==> src/rtl/fcp6_pkg.sv <==
// Shared FCP6 command types: sequencer state encoding and the packed command word.
// No logic; widths here fix the FIFO entry size.
package fcp6_pkg;

  localparam int HDR_WIDTH   = 8;
  localparam int DATA_WIDTH  = 8;
  localparam int HDR_DIR_BIT = 0;

  typedef enum logic [2:0] {
    ST_IDLE,
    ST_LAUNCH,
    ST_WAIT_BUSY,
    ST_WAIT_DONE,
    ST_RESP
  } state_t;

  typedef struct packed {
    logic [HDR_WIDTH-1:0]  hdr;
    logic [DATA_WIDTH-1:0] dat;
  } cmd_t;

  localparam int CMD_WIDTH = HDR_WIDTH + DATA_WIDTH;

endpackage

==> src/rtl/fcp6_cmd_fifo.sv <==
// Circular command FIFO; count updates on the edge after push/pop, head is read combinationally.
// A push while full is dropped even if a pop happens in the same cycle.
module fcp6_cmd_fifo #(
  parameter int DEPTH = 4,
  parameter int WIDTH = 16
) (
  input  logic                   clk,
  input  logic                   rst,
  input  logic                   push,
  input  logic [WIDTH-1:0]       push_dat,
  input  logic                   pop,
  output logic [WIDTH-1:0]       head_dat,
  output logic [$clog2(DEPTH):0] count,
  output logic                   full,
  output logic                   empty
);
  localparam int AW = $clog2(DEPTH);
  localparam logic [AW:0] FULL_CNT = (AW + 1)'(DEPTH);

  logic [WIDTH-1:0] mem [DEPTH];
  logic [AW-1:0]    wr_ptr;
  logic [AW-1:0]    rd_ptr;
  logic             do_push;
  logic             do_pop;

  assign full     = (count == FULL_CNT);
  assign empty    = (count == '0);
  assign do_push  = push && !full;
  assign do_pop   = pop && !empty;
  assign head_dat = mem[rd_ptr];

  always_ff @(posedge clk) begin
    if (do_push) mem[wr_ptr] <= push_dat;
  end

  // DEPTH is a power of two, so the pointers wrap by natural overflow.
  always_ff @(posedge clk) begin
    if (rst) begin
      wr_ptr <= '0;
      rd_ptr <= '0;
      count  <= '0;
    end else begin
      if (do_push) wr_ptr <= wr_ptr + 1'b1;
      if (do_pop)  rd_ptr <= rd_ptr + 1'b1;
      case ({do_push, do_pop})
        2'b10:   count <= count + 1'b1;
        2'b01:   count <= count - 1'b1;
        default: count <= count;
      endcase
    end
  end

endmodule

==> src/rtl/fcp6_cmd_sequencer.sv <==
// Queues host commands and launches them one at a time to the FCP6 master; m_start 2 cycles after accept.
// req_ready drops only when the FIFO is full; responses and timeout pulses have no backpressure.
module fcp6_cmd_sequencer
  import fcp6_pkg::*;
#(
  parameter int DEPTH   = 4,
  parameter int TIMEOUT = 64
) (
  input  logic                   clk,
  input  logic                   rst,
  input  logic                   req_valid,
  output logic                   req_ready,
  input  logic [HDR_WIDTH-1:0]   req_header,
  input  logic [DATA_WIDTH-1:0]  req_data,
  output logic                   m_start,
  output logic [HDR_WIDTH-1:0]   m_header,
  output logic [DATA_WIDTH-1:0]  m_data,
  input  logic                   m_busy,
  input  logic [DATA_WIDTH-1:0]  m_rdata,
  output logic                   rsp_valid,
  output logic                   rsp_write,
  output logic [DATA_WIDTH-1:0]  rsp_data,
  output logic                   err_timeout,
  output logic [$clog2(DEPTH):0] fifo_count,
  output logic                   idle
);
  localparam int TW = $clog2(TIMEOUT) + 1;
  // Abort on the cycle whose increment would bring the counter to TIMEOUT-1,
  // so the pulse lands exactly TIMEOUT cycles after m_start.
  localparam logic [TW-1:0] TO_LAST = TW'(TIMEOUT - 2);

  state_t          state;
  cmd_t            push_cmd;
  cmd_t            head_cmd;
  logic            fifo_full;
  logic            fifo_empty;
  logic            fifo_pop;
  logic [TW-1:0]   to_cnt;

  assign push_cmd.hdr = req_header;
  assign push_cmd.dat = req_data;
  assign fifo_pop     = (state == ST_LAUNCH);
  assign req_ready    = !fifo_full;
  assign idle         = (state == ST_IDLE) && fifo_empty;
  // Read data is taken live in the RESP cycle, so this path is combinational.
  assign rsp_data     = (rsp_valid && !rsp_write) ? m_rdata : '0;

  fcp6_cmd_fifo #(
    .DEPTH (DEPTH),
    .WIDTH (CMD_WIDTH)
  ) u_fifo (
    .clk      (clk),
    .rst      (rst),
    .push     (req_valid),
    .push_dat (push_cmd),
    .pop      (fifo_pop),
    .head_dat (head_cmd),
    .count    (fifo_count),
    .full     (fifo_full),
    .empty    (fifo_empty)
  );

  // Header/data are captured on entry to LAUNCH so they are valid alongside m_start;
  // the FIFO entry itself is retired during the LAUNCH cycle.
  always_ff @(posedge clk) begin
    if (rst) begin
      state       <= ST_IDLE;
      m_start     <= 1'b0;
      m_header    <= '0;
      m_data      <= '0;
      rsp_valid   <= 1'b0;
      rsp_write   <= 1'b0;
      err_timeout <= 1'b0;
      to_cnt      <= '0;
    end else begin
      m_start     <= 1'b0;
      rsp_valid   <= 1'b0;
      err_timeout <= 1'b0;
      case (state)
        ST_IDLE: begin
          if (!fifo_empty) begin
            state    <= ST_LAUNCH;
            m_start  <= 1'b1;
            m_header <= head_cmd.hdr;
            m_data   <= head_cmd.dat;
          end
        end
        ST_LAUNCH: begin
          to_cnt <= '0;
          state  <= ST_WAIT_BUSY;
        end
        ST_WAIT_BUSY: begin
          if (m_busy) begin
            state <= ST_WAIT_DONE;
          end else begin
            to_cnt <= to_cnt + 1'b1;
            if (to_cnt == TO_LAST) begin
              err_timeout <= 1'b1;
              state       <= ST_IDLE;
            end
          end
        end
        ST_WAIT_DONE: begin
          if (!m_busy) begin
            state     <= ST_RESP;
            rsp_valid <= 1'b1;
            rsp_write <= m_header[HDR_DIR_BIT];
          end
        end
        ST_RESP: state <= ST_IDLE;
        default: state <= ST_IDLE;
      endcase
    end
  end

endmodule

==> config.mk <==
export PLATFORM = sky130hd
export DESIGN_NAME = fcp6_cmd_sequencer
export DESIGN_NICKNAME = d
export VERILOG_FILES = /design/src/rtl/fcp6_pkg.sv /design/src/rtl/fcp6_cmd_fifo.sv /design/src/rtl/fcp6_cmd_sequencer.sv
export SDC_FILE = /design/constraint.sdc
export NUM_CORES = 1
export LEC_CHECK = 0
export BUFFER_PORTS_ARGS = -buffer_cell sky130_fd_sc_hd__buf_2
export CELL_PAD_IN_SITES_DETAIL_PLACEMENT = 0
export CELL_PAD_IN_SITES_GLOBAL_PLACEMENT = 1
export CORE_MARGIN = 2
export CORE_UTILIZATION = 44
export CTS_BUF_LIST = sky130_fd_sc_hd__clkbuf_8
export DETAILED_ROUTE_END_ITERATION = 8
export PLACE_DENSITY_LB_ADDON = 0.1
export SYNTH_ARGS = -nofsm -noshare
export SYNTH_HDL_FRONTEND = slang
export SYNTH_HIERARCHICAL = 1
export SYNTH_SLANG_ARGS = --single-unit
export TNS_END_PERCENT = 20
==> constraint.sdc <==
create_clock -name clk -period 2.1 [get_ports clk]
set_clock_uncertainty 0.15 [all_clocks]
set_input_delay 0.42 -clock clk [delete_from_list [all_inputs] [get_ports clk]]
set_output_delay 0.42 -clock clk [all_outputs]
set_load 0.05 [all_outputs]
==> results.md <==
Clock tree:
- The maximum buffer depth of the clock tree is 2.
- The H-tree was split into 3 levels.
- The clock-pin slew of the registers on the worst-case setup and hold paths is between 0.1 and 0.15 ns.
- The source-to-sink clock delay at the later pin of the worst-skew pair is ~0.36 ns.
- The clock net in this run drives a total of approximately 100 sinks.
- The clock root buffer master is sky130_fd_sc_hd__clkbuf_8.
- TritonCTS built the clock tree.
- In this run, CTS created clock tree buffers numbering 9.

Timing:
- The number of failing hold endpoints at the final stage came to 0.
- The count of pins over their slew limit is 0.
- The total of endpoints with negative setup slack in the final report is 0.
- For this run, the top clock speed supported by timing is around 480 MHz.
- Setup repair after global routing could not meet its margin everywhere.
- Headroom to the max-slew limit came out at 0.630.
- In the finished design, the share of the clock period the worst path needs comes to 0.998.
- The transition time of the tightest slew-check pin is 0.554 ns.
- The minimum clock period after layout is roughly 2.1 ns.

GRT:
- Across every metal layer, demand over resource in global routing totals 0.158.
- The first global-routing pass estimated around 12 mm of wire.
- The remaining global-route overflow is 0.
- The via count of the first global-routing pass is ~2300.
- The number of antenna violations at the first check in global routing is 0.
- The maximum number of pins on one net before global-route repair is 26.

Logic synthesis:
- The post-synthesis sequential area ratio is 0.657.
- The flop and latch count out of synthesis is between 100 and 150.
- Among all flip-flop cells after synthesis, the most frequent one is sky130_fd_sc_hd__edfxtp_1.
- By area, the combinational part of the netlist is dominated by simple AND/OR/NAND/NOR gates.
- The cell area after synthesis is 0.00412 mm2.
- After synthesis, the netlist uses 45 different library cells.
- When the netlist entered floorplanning its net count stood at approximately 320.
- The complex-gate fraction of the synthesized area is 0.0538.
- Measured against the total synthesized area, the mux share comes to 0.0979.
- In the synthesized netlist the async set-or-reset flop fraction comes to 0.
- The synthesized area per cell is roughly 14 um2.
- The adder and majority cell fraction of the synthesized area is 0.0261.
- The cell count after synthesis came out at ~290.
- Of the total synthesized cell area, the portion taken by AND, OR, NAND and NOR gates is 0.117.
- The synthesized design contains 64 enable-type register cells.
- Yosys printed 6 warnings.
- The share of the synthesized netlist area taken by xor and xnor gates is 0.0128.

Detailed routing:
- The post-detailed-route via-to-cell ratio is between 5 and 6.
- The number of iterations in the first detailed-routing pass is 4.
- The first-iteration detailed-routing DRC count is about 120.
- The post-route antenna net violation count is 0.
- The total via count after detailed routing is around 2500.
- The total wire length after detailed routing is 7.54 mm.
- The remaining design rule violation count is 0.
- Dividing the detail-routed wire length by the instance count gives ~16 um.

Hold path:
- In this run the most critical hold path is launched from req_header[1].
- The worst hold path terminates at u_fifo/mem[0][9].
- In this run the worst hold path is classified as primary input to flip-flop.
- The cell depth of the worst min-delay path is 1.

Worst setup path:
- The worst setup path is captured at a flip-flop.
- Across all register-to-register paths, the minimum setup slack is 0.005 ns.
- The launch point of the worst reg-to-reg path is state[1].
- Data on the critical path arrives at its endpoint at approximately 2.2 ns.
- For the worst setup path, the data required time is ~2.3 ns.
- The destination of the worst register-to-register timing path is u_fifo/count[2].
- The standard cell with the maximum stage delay on the critical path is sky130_fd_sc_hd__dfxtp_2.
- In this run the worst path has a maximum fanout of 2.
- The startpoint kind of the worst setup timing path is a flip-flop.
- The cell seen most often among critical-path stages is sky130_fd_sc_hd__inv_1.
- The critical path class is flip-flop to flip-flop.
- On the worst path, the slowest cell contributes a delay of roughly 0.35 ns.
- Walking the worst path, the cells encountered are nor3b_4, o31ai_2, inv_1, ha_2, inv_1, fa_2, xor2_1, or3_1, a21oi_1.
- Counting cells, the worst reg-to-reg path comes to 9.

Power and ir drop:
- The static power due to leakage is between 1.5 and 2 nW.
- The total chip power is between 5 and 6 mW.
- The worst-case IR drop observed on VDD is 0.000738 V.
- Power spread over the standard cell area amounts to about 1200 mW/mm2.

Final layout:
- The number of antenna diodes in the final layout is 0.
- In the final layout, the share of cells above drive strength 1 is 0.347.
- The number of nets in the final layout is between 400 and 500.
- Relative to the synthesized area, the layout overhead comes to 19.2%.
- The final-layout fill cell count is ~780.
- At the end of the flow the core is filled with cells to 0.536.

Floorplanning:
- The initialized floorplan defines 35 standard-cell rows.
- During I/O placement, the number of pins put on the boundary was 61.
- The y dimension of the die is between 100 and 150 um.
- For this configuration, the core starts out at a cell density of 0.450.
- The placeable core area is ~0.009 mm2.
- In this run the horizontal extent of the chip is around 100 um.
- The die footprint is a little over 0.01 mm2.

Placed design:
- The placer congestion estimate is 0.703.
- The post-DP HPWL is ~4.9 mm.
- Port buffering added 60 buffers.

Run status:
- The flow ran to the end, and the final reports show no timing, DRC or antenna violations.

Run:
- Across the run, the number of max-cap violations was 0.
[critical path, delay by kind of cell (launching register included)]
kind	cells	cell delay, ns
compound gates	2	0.22
xor+xnor	1	0.17
fa+ha+maj	2	0.50
buf+inv	2	0.11
flops	1	0.35
simple gates	2	0.53
[synthesized netlist by cell type, types with 2 or more instances]
cell | count | area share
sky130_fd_sc_hd__nor2_1 | 14 | 0.013
sky130_fd_sc_hd__buf_6 | 3 | 0.0082
sky130_fd_sc_hd__or3_1 | 6 | 0.0091
sky130_fd_sc_hd__nand2b_1 | 4 | 0.0061
sky130_fd_sc_hd__nor3_1 | 3 | 0.0036
sky130_fd_sc_hd__nand2_1 | 37 | 0.034
sky130_fd_sc_hd__dfxtp_1 | 39 | 0.19
sky130_fd_sc_hd__o31ai_1 | 3 | 0.0055
sky130_fd_sc_hd__buf_1 | 2 | 0.0018
sky130_fd_sc_hd__nor4_1 | 2 | 0.0030
sky130_fd_sc_hd__mux2i_1 | 2 | 0.0049
sky130_fd_sc_hd__and2_1 | 12 | 0.018
sky130_fd_sc_hd__buf_2 | 3 | 0.0036
sky130_fd_sc_hd__o21ai_1 | 2 | 0.0024
sky130_fd_sc_hd__xor2_1 | 6 | 0.013
sky130_fd_sc_hd__clkbuf_1 | 2 | 0.0018
sky130_fd_sc_hd__ha_1 | 7 | 0.021
sky130_fd_sc_hd__mux4_1 | 6 | 0.038
sky130_fd_sc_hd__a22oi_1 | 2 | 0.0036
sky130_fd_sc_hd__inv_1 | 11 | 0.010
sky130_fd_sc_hd__a21oi_1 | 23 | 0.028
sky130_fd_sc_hd__o2111ai_1 | 2 | 0.0043
sky130_fd_sc_hd__o21ai_0 | 3 | 0.0036
sky130_fd_sc_hd__mux4_2 | 10 | 0.055
sky130_fd_sc_hd__edfxtp_1 | 64 | 0.47
[registers in the layout (all words and copies together) (netlist names), 2 cells and up, named ones only]
register	flops
u_fifo/mem	64
u_fifo/count	3
to_cnt	7
m_header	8
u_fifo/wr_ptr	2
state	3
u_fifo/rd_ptr	2
m_data	8
[per-layer routing]
metal  global-route usage  vias to the layer above  share of wire
met4               0.0474                        0          0.010
li1                     -                     1211              -
met1                0.214                     1205           0.47
met3               0.0451                        7          0.044
met2                0.248                       59           0.47
met5                    0                        -              0
[through the flow]
stage	setup WS, ns	setup TNS (ns)	hold WS [ns]	cell area, um2	instances
floorplan	-0.113	-0.113	0.308	4150	288
global placement	0.0521	0	0.293	4660	465
detailed placement	-0.0334	-0.0334	0.296	4660	465
CTS	-0.0195	-0.0195	0.0848	4890	482
global route	-0.0974	-0.136	0.0806	4900	483
finish	0.00515	0	0.110	4900	483
[cell families (layout without fill, tap and decap cells)]
kind of cell / after synthesis / in the layout
muxes: 18 / 18
AOI/OAI and AO/OA: 38 / 38
and+or+nand+nor: 91 / 91
adders and majority gates: 8 / 8
DFF: 103 / 103
xor gates and xnor gates: 6 / 6
buffers and inverters: 24 / 108
[report_power, final]
group	leakage (nW)	internal (mW)	switching, mW	total (mW)
Combinational	0.824	0.684	1.31	2.00
Sequential	0.908	2.40	0.118	2.52
Clock	0.105	0.480	0.761	1.24
[final cells by class]
| type | count | area, um2 | area share |
|---|---|---|---|
| flip-flops and latches | 103 | 2710 | 0.553 |
| multi-input cells | 161 | 1300 | 0.266 |
| repair buffers | 81 | 502 | 0.102 |
| well taps | 111 | 139 | 0.0283 |
| clock buffers | 9 | 124 | 0.0253 |
| clock inverters | 7 | 83.8 | 0.0171 |
| inverters | 11 | 41.3 | 0.00842 |
[repair_timing]
item	in CTS	in global routing
setup buffers	1	1
cloned	0	0
setup endpoints to repair	2	10
hold buffers	0	0
resized for setup	6	2
pin swaps	4	1
[how the worst max path moves through the flow]
stage / from / endpoint / slack, ns / cells past startpoint
2_1_floorplan: state[1] / u_fifo/count[2] / -0.11 / 10
3_3_place_gp: state[1] / u_fifo/count[2] / 0.05 / 9
3_5_place_dp: state[1] / u_fifo/count[2] / -0.03 / 9
4_1_cts: state[2] / u_fifo/count[2] / -0.02 / 9
5_1_grt: state[1] / u_fifo/count[2] / -0.1 / 9
6_report: state[1] / u_fifo/count[2] / 0.005 / 9
[layout by cell type, fill, tap and decap left out, types with 9 or more instances in the layout]
cell type                  synthesis  routed
sky130_fd_sc_hd__a21oi_1          23      23
sky130_fd_sc_hd__clkbuf_8          0       9
sky130_fd_sc_hd__nand2_1          37      37
sky130_fd_sc_hd__nor2_1           14      14
sky130_fd_sc_hd__dfxtp_1          39      33
sky130_fd_sc_hd__buf_4             1      18
sky130_fd_sc_hd__edfxtp_1         64      64
sky130_fd_sc_hd__mux4_2           10      10
sky130_fd_sc_hd__and2_1           12      12
sky130_fd_sc_hd__inv_1            11      11
sky130_fd_sc_hd__buf_2             3      59
Power figures use the tool's default switching activity.
